--- config.mk ---
export PLATFORM = sky130hd
export DESIGN_NAME = muldiv_unit
export DESIGN_NICKNAME = d
export VERILOG_FILES = /design/src/rtl/muldiv_pkg.sv /design/src/rtl/muldiv_step.sv /design/src/rtl/muldiv_unit.sv
export SDC_FILE = /design/constraint.sdc
export NUM_CORES = 1
export LEC_CHECK = 0
export ABC_AREA = 1
export CAP_MARGIN = 20
export CORE_MARGIN = 2
export CORE_UTILIZATION = 30
export CTS_BUF_LIST = sky130_fd_sc_hd__clkbuf_8
export CTS_CLUSTER_DIAMETER = 50
export CTS_CLUSTER_SIZE = 8
export DETAILED_ROUTE_END_ITERATION = 8
export SYNTH_ARGS = -nofsm -noshare
export SYNTH_HDL_FRONTEND = slang
export SYNTH_SLANG_ARGS = --single-unit
--- constraint.sdc ---
create_clock -name clock -period 2.23 [get_ports clock]
set_input_delay 0.446 -clock clock [delete_from_list [all_inputs] [get_ports clock]]
set_output_delay 0.446 -clock clock [all_outputs]
set_load 0.01 [all_outputs]
--- src/rtl/muldiv_pkg.sv ---
// Shared definitions for the iterative RV32M multiply/divide unit:
// func3 opcodes, FSM state encodings, step modes and opcode decode helpers.
package muldiv_pkg;

  localparam logic [2:0] OP_MUL    = 3'b000;
  localparam logic [2:0] OP_MULH   = 3'b001;
  localparam logic [2:0] OP_MULHSU = 3'b010;
  localparam logic [2:0] OP_MULHU  = 3'b011;
  localparam logic [2:0] OP_DIV    = 3'b100;
  localparam logic [2:0] OP_DIVU   = 3'b101;
  localparam logic [2:0] OP_REM    = 3'b110;
  localparam logic [2:0] OP_REMU   = 3'b111;

  localparam logic [1:0] S_IDLE = 2'd0;
  localparam logic [1:0] S_CALC = 2'd1;
  localparam logic [1:0] S_FIX  = 2'd2;

  localparam logic MODE_MUL = 1'b0;
  localparam logic MODE_DIV = 1'b1;

  // All divide/remainder opcodes have func3[2] set.
  function automatic logic op_is_div(input logic [2:0] op);
    return op[2];
  endfunction

  // rs1 is a signed operand for MULH, MULHSU, DIV and REM.
  function automatic logic op_a_signed(input logic [2:0] op);
    return (op == OP_MULH) || (op == OP_MULHSU) || (op == OP_DIV) || (op == OP_REM);
  endfunction

  // rs2 is a signed operand for MULH, DIV and REM.
  function automatic logic op_b_signed(input logic [2:0] op);
    return (op == OP_MULH) || (op == OP_DIV) || (op == OP_REM);
  endfunction

endpackage

--- src/rtl/muldiv_step.sv ---
// One radix-2 iteration, shared between shift-add multiply and restoring divide.
// Multiply: hi is the upper product half (bit WIDTH stays 0), lo the multiplier
// being shifted out while product bits shift in.
// Divide: hi is the partial remainder, lo the dividend shifting out; the new
// quotient bit is returned on qbit and lo_next leaves its LSB clear for it.
module muldiv_step
  import muldiv_pkg::*;
#(
  parameter int WIDTH = 32
) (
  input  logic             mode,
  input  logic [WIDTH:0]   hi,
  input  logic [WIDTH-1:0] lo,
  input  logic [WIDTH-1:0] operand,
  output logic [WIDTH:0]   hi_next,
  output logic [WIDTH-1:0] lo_next,
  output logic             qbit
);

  logic [WIDTH-1:0] addend;
  logic [WIDTH:0]   sum;
  logic [WIDTH:0]   shifted;
  logic [WIDTH+1:0] diff;

  // Compute both candidate steps and select by mode.
  always_comb begin
    addend  = lo[0] ? operand : '0;
    sum     = hi + {1'b0, addend};
    shifted = {hi[WIDTH-1:0], lo[WIDTH-1]};
    diff    = {1'b0, shifted} - {2'b00, operand};
    hi_next = '0;
    lo_next = '0;
    qbit    = 1'b0;
    if (mode == MODE_MUL) begin
      hi_next = {1'b0, sum[WIDTH:1]};
      lo_next = {sum[0], lo[WIDTH-1:1]};
    end else begin
      qbit    = ~diff[WIDTH+1];
      hi_next = qbit ? diff[WIDTH:0] : shifted;
      lo_next = {lo[WIDTH-2:0], 1'b0};
    end
  end

endmodule

--- src/rtl/muldiv_unit.sv ---
// Iterative RV32M multiply/divide unit. Operands are reduced to magnitudes on
// acceptance, the magnitude product/quotient is built one bit per cycle, and
// the sign is applied in a single fix-up cycle before the result is registered.
module muldiv_unit
  import muldiv_pkg::*;
#(
  parameter int WIDTH = 32
) (
  input  logic             clock,
  input  logic             reset,
  input  logic             start,
  input  logic [2:0]       op,
  input  logic [WIDTH-1:0] a,
  input  logic [WIDTH-1:0] b,
  output logic             busy,
  output logic             done,
  output logic [WIDTH-1:0] result
);

  localparam int               CNT_W    = $clog2(WIDTH) + 1;
  localparam logic [CNT_W-1:0] CNT_LOAD = CNT_W'(WIDTH - 1);
  localparam logic [WIDTH-1:0] ALL_ONES = '1;
  localparam logic [WIDTH-1:0] MIN_NEG  = {1'b1, {(WIDTH-1){1'b0}}};

  function automatic logic [WIDTH-1:0] neg_w(input logic [WIDTH-1:0] x);
    return ~x + WIDTH'(1);
  endfunction

  function automatic logic [2*WIDTH-1:0] neg_2w(input logic [2*WIDTH-1:0] x);
    return ~x + (2*WIDTH)'(1);
  endfunction

  // Control state
  logic [1:0]       state;
  logic [CNT_W-1:0] cnt;

  // Operation context captured at acceptance
  logic [2:0]       op_q;
  logic             sign_q;
  logic             special_q;
  logic [WIDTH-1:0] operand;
  logic [WIDTH:0]   hi;
  logic [WIDTH-1:0] lo;

  // Acceptance decode
  logic signed [WIDTH-1:0] a_s;
  logic signed [WIDTH-1:0] b_s;
  logic             a_neg;
  logic             b_neg;
  logic             is_div;
  logic             sign_d;
  logic             b_zero;
  logic             ovf;
  logic             special_d;
  logic [WIDTH-1:0] abs_a;
  logic [WIDTH-1:0] abs_b;
  logic [WIDTH-1:0] special_val;

  // Step datapath
  logic             step_mode;
  logic [WIDTH:0]   hi_next;
  logic [WIDTH-1:0] lo_next;
  logic [WIDTH-1:0] lo_step;
  logic             qbit;

  // Fix-up datapath
  logic [2*WIDTH-1:0] prod;
  logic [2*WIDTH-1:0] prod_fix;
  logic [WIDTH-1:0]   quo_fix;
  logic [WIDTH-1:0]   rem_fix;
  logic [WIDTH-1:0]   res_d;

  assign busy = (state == S_CALC) || (state == S_FIX);

  // Decode the incoming request: magnitudes, result sign and special cases.
  always_comb begin
    a_s       = a;
    b_s       = b;
    is_div    = op_is_div(op);
    a_neg     = op_a_signed(op) && (a_s < 0);
    b_neg     = op_b_signed(op) && (b_s < 0);
    abs_a     = a_neg ? neg_w(a) : a;
    abs_b     = b_neg ? neg_w(b) : b;
    // Remainder follows the dividend sign; product and quotient use the XOR.
    sign_d    = (op == OP_REM) ? a_neg : (a_neg ^ b_neg);
    b_zero    = (b == '0);
    ovf       = ((op == OP_DIV) || (op == OP_REM)) && (a == MIN_NEG) && (b == ALL_ONES);
    special_d = is_div && (b_zero || ovf);
    // op[1] distinguishes REM/REMU from DIV/DIVU.
    if (b_zero) begin
      special_val = op[1] ? a : ALL_ONES;
    end else begin
      special_val = (op == OP_DIV) ? a : '0;
    end
  end

  assign step_mode = op_is_div(op_q) ? MODE_DIV : MODE_MUL;

  muldiv_step #(
    .WIDTH(WIDTH)
  ) u_step (
    .mode    (step_mode),
    .hi      (hi),
    .lo      (lo),
    .operand (operand),
    .hi_next (hi_next),
    .lo_next (lo_next),
    .qbit    (qbit)
  );

  // qbit is 0 in multiply mode, and lo_next[0] is 0 in divide mode.
  assign lo_step = {lo_next[WIDTH-1:1], lo_next[0] | qbit};

  // Apply the sign and pick the requested half/quotient/remainder.
  always_comb begin
    prod     = {hi[WIDTH-1:0], lo};
    prod_fix = sign_q ? neg_2w(prod) : prod;
    quo_fix  = sign_q ? neg_w(lo) : lo;
    rem_fix  = sign_q ? neg_w(hi[WIDTH-1:0]) : hi[WIDTH-1:0];
    res_d    = '0;
    if (special_q) begin
      res_d = lo;
    end else begin
      case (op_q)
        OP_MUL:                       res_d = prod_fix[WIDTH-1:0];
        OP_MULH, OP_MULHSU, OP_MULHU: res_d = prod_fix[2*WIDTH-1:WIDTH];
        OP_DIV, OP_DIVU:              res_d = quo_fix;
        default:                      res_d = rem_fix;
      endcase
    end
  end

  // Sequence IDLE -> CALC -> FIX (or IDLE -> FIX for special cases) and own the outputs.
  always_ff @(posedge clock) begin
    if (reset) begin
      state  <= S_IDLE;
      cnt    <= '0;
      done   <= 1'b0;
      result <= '0;
    end else begin
      done <= 1'b0;
      case (state)
        S_IDLE: begin
          if (start) begin
            state <= special_d ? S_FIX : S_CALC;
            cnt   <= CNT_LOAD;
          end
        end
        S_CALC: begin
          if (cnt == '0) begin
            state <= S_FIX;
          end else begin
            cnt <= cnt - CNT_W'(1);
          end
        end
        S_FIX: begin
          result <= res_d;
          done   <= 1'b1;
          state  <= S_IDLE;
        end
        default: state <= S_IDLE;
      endcase
    end
  end

  // Latch operation context on acceptance, then advance one step per CALC cycle.
  always_ff @(posedge clock) begin
    if ((state == S_IDLE) && start) begin
      op_q      <= op;
      sign_q    <= sign_d;
      special_q <= special_d;
      operand   <= is_div ? abs_b : abs_a;
      hi        <= '0;
      lo        <= special_d ? special_val : (is_div ? abs_a : abs_b);
    end else if (state == S_CALC) begin
      hi <= hi_next;
      lo <= lo_step;
    end
  end

endmodule

After elaboration in Yosys (flattened, before gate mapping)
Index checks and enable logic that the tools add are counted.
{"block": "word_totals", "regBits": 143, "inputBits": 70, "output_inout_bits": 34, "elab_cells": 98}
{"block": "op_classes", "add_sub_neg": 8, "magnitude_cmp": 2, "eq_ne": 16, "mux": 30, "bitwise_logic": 8, "reduce_logical": 24}
{"cell": "32-bit 2-to-1 mux", "count": 15}
{"cell": "32-bit by 1-bit adder with 32-bit output, second input constant", "count": 4}
{"cell": "32-bit NOT", "count": 4}
{"cell": "32-bit one-hot mux with 3 select lines", "count": 1}
{"cell": "33-bit 2-to-1 mux", "count": 2}
{"cell": "64-bit by 1-bit adder with 64-bit output, second input constant", "count": 1}
{"cell": "32-bit equality test, second input constant", "count": 2}
{"cell": "32-bit by 1-bit less-than comparator with 1-bit output, second input constant", "count": 2}
{"cell": "64-bit 2-to-1 mux", "count": 1}
{"cell": "64-bit NOT", "count": 1}
{"cell": "33-bit by 32-bit subtractor with 34-bit output", "count": 1}
{"cell": "33-bit by 32-bit adder with 33-bit output", "count": 1}
{"cell": "32-bit logical NOT", "count": 1}
{"cell": "3-bit equality test, second input constant", "count": 4}
{"cell": "6-bit 2-to-1 mux", "count": 2}
{"cell": "6-bit one-hot mux with 2 select lines", "count": 1}
{"cell": "3-bit by 2-bit equality test with 1-bit output, second input constant", "count": 3}
{"cell": "1-bit logical OR", "count": 8}
{"cell": "3-bit by 1-bit equality test with 1-bit output, second input constant", "count": 2}
{"cell": "1-bit logical AND", "count": 6}
{"cell": "6-bit logical NOT", "count": 1}
{"cell": "2-bit 2-to-1 mux", "count": 3}
{"cell": "6-bit by 1-bit subtractor with 6-bit output, second input constant", "count": 1}
{"cell": "1-bit 2-to-1 mux", "count": 4}
{"cell": "15 further kinds", "count": 17}

Logic depth before layout (Yosys ltp)
{"block": "depth", "depth_word": 9, "mapped_depth": 19}

Cells and area by module
From an unflattened synthesis, not the netlist that was laid out.
{"block": "hier_totals", "cells_unflattened": 3511, "area_unflattened_um2": 19159.6}
{"mod": "muldiv_unit", "instances": 1, "cells_each": 2141, "area_each_um2": 12777.3, "seq_area_each_um2": 3553.4}
{"mod": "muldiv_step", "instances": 1, "cells_each": 1370, "area_each_um2": 6382.4, "seq_area_each_um2": 0.0}

Least setup slack after synthesis
No wires, ideal clock.
{"block": "synth_path", "path_type": "register -> register", "start": "reg lo[0]", "end": "reg hi[11]", "setup_ns": 0.109, "arrival_time_ns": 2.291, "path_slack_ns": -0.171, "stages_incl_launch_ff": 17, "path_buffers": 2, "period_less_slack_ns": 2.401, "path_cell_list": "edfxtp_1 -> buf_2 -> clkbuf_1 -> nand2_1 -> inv_1 -> ha_1 -> fa_1 -> nand3_1 -> nand2_1 -> nand2_1 -> nand2_1 -> a21oi_1 -> nand2_1 -> a31oi_1 -> o211ai_1 -> nand2_1 -> inv_1"}
{"block": "synth_between", "elab_chain_cells": 3}
{"element": "from (decl)", "line_no": "muldiv_unit.sv:43", "source": "logic [WIDTH-1:0] lo;"}
{"element": "from (signal assigned)", "line_no": "muldiv_unit.sv:174", "source": "lo <= special_d ? special_val : (is_div ? abs_a : abs_b);"}
{"element": "from (signal assigned)", "line_no": "muldiv_unit.sv:177", "source": "lo <= lo_step;"}
{"element": "32-bit 2-to-1 mux", "line_no": "muldiv_step.sv:27", "source": "addend = lo[0] ? operand : '0;"}
{"element": "33-bit by 32-bit adder with 33-bit output", "line_no": "muldiv_step.sv:28", "source": "sum = hi + {1'b0, addend};"}
{"element": "33-bit 2-to-1 mux", "line_no": "muldiv_step.sv:34", "source": "if (mode == MODE_MUL) begin"}
{"element": "to (signal assigned)", "line_no": "muldiv_unit.sv:176", "source": "hi <= hi_next;"}
{"element": "to (decl)", "line_no": "muldiv_unit.sv:42", "source": "logic [WIDTH:0] hi;"}
Every way passes these cells.
A chain may end at the register's enable or synchronous reset.

Worst setup path after layout
{"block": "layout_path", "start": "reg lo[0]", "end": "reg hi[17]"}
The elaborated chain is that of the path after synthesis.

==> impl_results.html <==
<table>
<tr><th>Metric</th><th>Value</th></tr>
<tr><th colspan="2">Status</th></tr>
<tr><td>Run status</td><td>finished with violations</td></tr>
<tr><td>Violated checks</td><td>setup timing</td></tr>
<tr><th colspan="2">Synth</th></tr>
<tr><td>Post-Syn Nets</td><td>3344</td></tr>
<tr><td>Number of register bits inferred by synthesis</td><td>143</td></tr>
<tr><td>Yosys cell types</td><td>55</td></tr>
<tr><td>Mean Syn Cell Area</td><td>5.63 um^2</td></tr>
<tr><td>Synth top area share</td><td>0.201</td></tr>
<tr><td>Yosys top cell by area</td><td>sky130_fd_sc_hd__nand2_1</td></tr>
<tr><td>Top FF cell, synth</td><td>sky130_fd_sc_hd__dfxtp_1</td></tr>
<tr><td>Syn Std Cell Area</td><td>18000 um^2</td></tr>
<tr><td>Async SR Flop Fraction</td><td>0</td></tr>
<tr><td>Instance count of the mapped netlist</td><td>3198</td></tr>
<tr><td>Ranking of synthesized cells by area</td><td>sky130_fd_sc_hd__nand2_1, sky130_fd_sc_hd__edfxtp_1, sky130_fd_sc_hd__dfxtp_1</td></tr>
<tr><td>Number of synthesis warnings</td><td>0</td></tr>
<tr><td>EDFF count, synth</td><td>69</td></tr>
<tr><td>Proportion of synthesized chip area in sequential cells</td><td>0.197</td></tr>
<tr><th colspan="2">Detailed routing</th></tr>
<tr><td>Number of remaining DRC errors</td><td>0</td></tr>
<tr><td>Routed via count divided by cell count</td><td>5.27</td></tr>
<tr><td>Wire length per cell</td><td>19.6 um</td></tr>
<tr><td>Drt first-iter violations</td><td>2782</td></tr>
<tr><td>TritonRoute pass-1 iters</td><td>8</td></tr>
<tr><td>Total vias in the final route</td><td>25.3k</td></tr>
<tr><td>Post-route ant nets</td><td>0</td></tr>
<tr><td>Overall routed net length</td><td>94.0 mm</td></tr>
<tr><th colspan="2">Placed design</th></tr>
<tr><td>Quantity of I/O buffers inserted on ports</td><td>103</td></tr>
<tr><td>Detailed placer's ending HPWL</td><td>74.6 mm</td></tr>
<tr><td>Post-Place Setup Slack</td><td>-0.798 ns</td></tr>
<tr><td>Weighted congestion reported at the end of routability-driven placement</td><td>1.01</td></tr>
<tr><td>Cell area after placement</td><td>25000 um^2</td></tr>
<tr><td>Placed cells</td><td>4665</td></tr>
<tr><th colspan="2">Finish</th></tr>
<tr><td>Layout filler cell count</td><td>5855</td></tr>
<tr><td>Layout net count</td><td>4159</td></tr>
<tr><td>Signed area change from the synthesized netlist to the final layout</td><td>64.2%</td></tr>
<tr><td>ANT cells</td><td>0</td></tr>
<tr><td>Commonest cells after routing, fill and taps aside</td><td>sky130_fd_sc_hd__nand2_1, sky130_fd_sc_hd__buf_4, sky130_fd_sc_hd__inv_1</td></tr>
<tr><td>Fin area</td><td>29600 um^2</td></tr>
<tr><td>Final core utilization</td><td>0.500</td></tr>
<tr><td>Commonest non-fill, non-tap cell in the layout</td><td>sky130_fd_sc_hd__nand2_1</td></tr>
<tr><td>Post-route insts no fill</td><td>4799</td></tr>
<tr><td>Share of final-layout standard cells stronger than drive strength 1</td><td>0.369</td></tr>
<tr><th colspan="2">Die</th></tr>
<tr><td>Total die area</td><td>62000 um^2</td></tr>
<tr><td>Placeable Area</td><td>59100 um^2</td></tr>
<tr><td>Row count</td><td>89</td></tr>
<tr><td>I/O Pins</td><td>104</td></tr>
<tr><td>Effective utilization at floorplan</td><td>0.304</td></tr>
<tr><td>Die height</td><td>249 um</td></tr>
<tr><td>Die span in x</td><td>249 um</td></tr>
<tr><th colspan="2">GRT</th></tr>
<tr><td>Largest net degree at the start of global routing</td><td>66</td></tr>
<tr><td>Initial antenna violation count</td><td>1</td></tr>
<tr><td>Via count of the first global-routing pass</td><td>23.2k</td></tr>
<tr><td>Overflow left after global routing</td><td>0</td></tr>
<tr><td>First-pass GRT wire length</td><td>137 mm</td></tr>
<tr><td>Global router's overall resource usage</td><td>0.286</td></tr>
<tr><th colspan="2">Critical path</th></tr>
<tr><td>Critical path start-end classification</td><td>reg -&gt; reg</td></tr>
<tr><td>Startpoint types</td><td>flip-flop</td></tr>
<tr><td>FF-to-FF setup slack</td><td>-0.33 ns</td></tr>
<tr><td>Required time of the critical path</td><td>2.69 ns</td></tr>
<tr><td>Arrival time at the worst endpoint</td><td>3.01 ns</td></tr>
<tr><td>Crit path max fanout</td><td>5</td></tr>
<tr><td>Crit path capture type</td><td>flip-flop</td></tr>
<tr><th colspan="2">Clock network</th></tr>
<tr><td>CTS clock-pin slew for the worst setup and hold paths</td><td>0.09 ns</td></tr>
<tr><td>Skew-Pair Late Insertion Delay</td><td>0.53 ns</td></tr>
<tr><td>Root buffer selected by CTS</td><td>sky130_fd_sc_hd__clkbuf_8</td></tr>
<tr><td>CTS tree</td><td>built</td></tr>
<tr><td># hold bufs at CTS</td><td>0</td></tr>
<tr><td>Longest Clk Path Bufs</td><td>2</td></tr>
<tr><td>H-tree depth reported by CTS</td><td>4</td></tr>
<tr><td>CTS sink cnt</td><td>143</td></tr>
<tr><td>TritonCTS Buffers</td><td>17</td></tr>
<tr><th colspan="2">Timing</th></tr>
<tr><td>Achievable clock frequency</td><td>391 MHz</td></tr>
<tr><td>Max-Slew Margin vs Limit</td><td>0.558</td></tr>
<tr><td>Final Hold Slack</td><td>0.377 ns</td></tr>
<tr><td>Finish-stage setup viols</td><td>51</td></tr>
<tr><td>Final Hold Viols</td><td>0</td></tr>
<tr><td>Setup skew after layout</td><td>0.0229 ns</td></tr>
<tr><td>Total negative slack</td><td>-7.92 ns</td></tr>
<tr><td>Setup repair after global routing missed its margin</td><td>true</td></tr>
<tr><td>Final worst path period share</td><td>1.15</td></tr>
<tr><td>Worst Max-Slew Pin Slew</td><td>0.656 ns</td></tr>
<tr><td>Worst Setup Slack, final</td><td>-0.326 ns</td></tr>
<tr><td>Slew Limit Fails</td><td>0</td></tr>
<tr><td>Time the final worst path needs with I/O delays and setup</td><td>2.56 ns</td></tr>
<tr><th colspan="2">Power and ir drop</th></tr>
<tr><td>P_leak</td><td>14.2 nW</td></tr>
<tr><td>Power Total</td><td>22.3 mW</td></tr>
<tr><td>Worst IR Drop VDD</td><td>0.000548 V</td></tr>
<tr><td>Power per standard cell area</td><td>753 nW/um^2</td></tr>
<tr><th colspan="2">Min path</th></tr>
<tr><td>Type of the tightest min-delay check</td><td>in -&gt; reg</td></tr>
<tr><th colspan="2">Flow run</th></tr>
<tr><td>Number of max-cap violations</td><td>0</td></tr>
</table>
[final cells by class]
cell class	count	area, um^2	share of cell area
clock inverters	15	149	0.00504
inverters	412	1580	0.0535
well taps	773	967	0.0327
repair buffers	901	7620	0.258
multi-input cells	2538	15400	0.522
clock buffers	17	234	0.00791
flip-flops and latches	143	3570	0.121
[worst max-delay path: stages (launching register included)]
cell and delay [ns]:
sky130_fd_sc_hd__edfxtp_1 0.39, sky130_fd_sc_hd__buf_6 0.16, sky130_fd_sc_hd__clkbuf_16 0.17, sky130_fd_sc_hd__nand2_1 0.07
sky130_fd_sc_hd__inv_1 0.08, sky130_fd_sc_hd__ha_4 0.26, sky130_fd_sc_hd__a21oi_2 0.23, sky130_fd_sc_hd__o21ai_1 0.19
sky130_fd_sc_hd__a21oi_2 0.27, sky130_fd_sc_hd__nand3_2 0.15, sky130_fd_sc_hd__a21oi_1 0.18, sky130_fd_sc_hd__o21ai_1 0.12
sky130_fd_sc_hd__nand2_1 0.09, sky130_fd_sc_hd__nor2_1 0.04, sky130_fd_sc_hd__nor2_1 0.08
[power breakdown]
part / switching [mW] / internal [mW] / total, mW
clock: 1.25 / 0.913 / 2.17
combinational: 9.35 / 6.90 / 16.3
sequential: 0.525 / 3.33 / 3.85
[logic make-up (layout without fill, tap and decap cells)]
kind of cell / count (synthesis) / count (layout) / synth area share
and+or+nand+nor: 1797 / 1798 / 0.424
AOI/OAI and AO/OA: 589 / 589 / 0.176
buffers and inverters: 518 / 1345 / 0.112
DFF: 143 / 143 / 0.197
adders and majority gates: 76 / 76 / 0.0537
xor gates and xnor gates: 75 / 75 / 0.0365
[cell usage after synthesis, types with 3 or more instances]
| master | n |
|---|---|
| sky130_fd_sc_hd__nor2_4 | 4 |
| sky130_fd_sc_hd__clkbuf_1 | 66 |
| sky130_fd_sc_hd__buf_4 | 3 |
| sky130_fd_sc_hd__nand4_1 | 65 |
| sky130_fd_sc_hd__clkinv_1 | 4 |
| sky130_fd_sc_hd__o21ai_1 | 48 |
| sky130_fd_sc_hd__nor2_2 | 7 |
| sky130_fd_sc_hd__a211oi_1 | 5 |
| sky130_fd_sc_hd__o21ai_0 | 177 |
| sky130_fd_sc_hd__o21a_1 | 5 |
| sky130_fd_sc_hd__o211ai_1 | 25 |
| sky130_fd_sc_hd__nand3_1 | 286 |
| sky130_fd_sc_hd__a21o_1 | 3 |
| sky130_fd_sc_hd__dfxtp_1 | 74 |
| sky130_fd_sc_hd__nand2_2 | 3 |
| sky130_fd_sc_hd__edfxtp_1 | 69 |
| sky130_fd_sc_hd__buf_2 | 16 |
| sky130_fd_sc_hd__xor2_1 | 61 |
| sky130_fd_sc_hd__a21oi_4 | 3 |
| sky130_fd_sc_hd__or2_2 | 3 |
| sky130_fd_sc_hd__o22ai_1 | 11 |
| sky130_fd_sc_hd__buf_1 | 16 |
| sky130_fd_sc_hd__buf_6 | 5 |
| sky130_fd_sc_hd__inv_1 | 386 |
| sky130_fd_sc_hd__nand2_1 | 964 |
| sky130_fd_sc_hd__a31oi_1 | 31 |
| sky130_fd_sc_hd__nor2_1 | 383 |
| sky130_fd_sc_hd__inv_2 | 21 |
| sky130_fd_sc_hd__nand3b_1 | 22 |
| sky130_fd_sc_hd__o21bai_1 | 8 |
| sky130_fd_sc_hd__nor3_2 | 3 |
| sky130_fd_sc_hd__o31ai_1 | 3 |
| sky130_fd_sc_hd__xnor2_1 | 14 |
| sky130_fd_sc_hd__nor4_1 | 3 |
| sky130_fd_sc_hd__nor3_1 | 36 |
| sky130_fd_sc_hd__a21oi_1 | 265 |
| sky130_fd_sc_hd__ha_1 | 74 |
[path summary, 6_finish.rpt]
path,depth (start not counted),start,endpoint
setup reg to reg,14,lo[0]$_DFFE_PP_,hi[17]$_SDFFE_PP0P_
hold / removal,2,op[0],op_q[0]$_DFFE_PP_
hold reg to reg,2,result[24]$_SDFFE_PP0P_,result[24]$_SDFFE_PP0P_
setup / recovery,14,lo[0]$_DFFE_PP_,hi[17]$_SDFFE_PP0P_
[flip-flops by register name, indices dropped and copies added (netlist names)]
register / flops
done: 1
result: 32
sign_q: 1
lo: 32
op_q: 3
operand: 32
state: 2
cnt: 6
hi: 33
special_q: 1
[timing repair]
action,4_1_cts,5_1_grt
pin swaps,116,196
cloned,3,5
resized for setup,407,460
endpoints found under the setup margin,92,117
setup buffers,59,40
[per-layer routing]
metal / global-route usage / vias up / routed length (um)
met5: 0 / - / 11
met4: 0.144 / 2 / 5770
met3: 0.0409 / 247 / 7350
met2: 0.456 / 1203 / 41500
met1: 0.378 / 11682 / 39400
li1: - / 12140 / -
(Power assumes the default switching activity.)
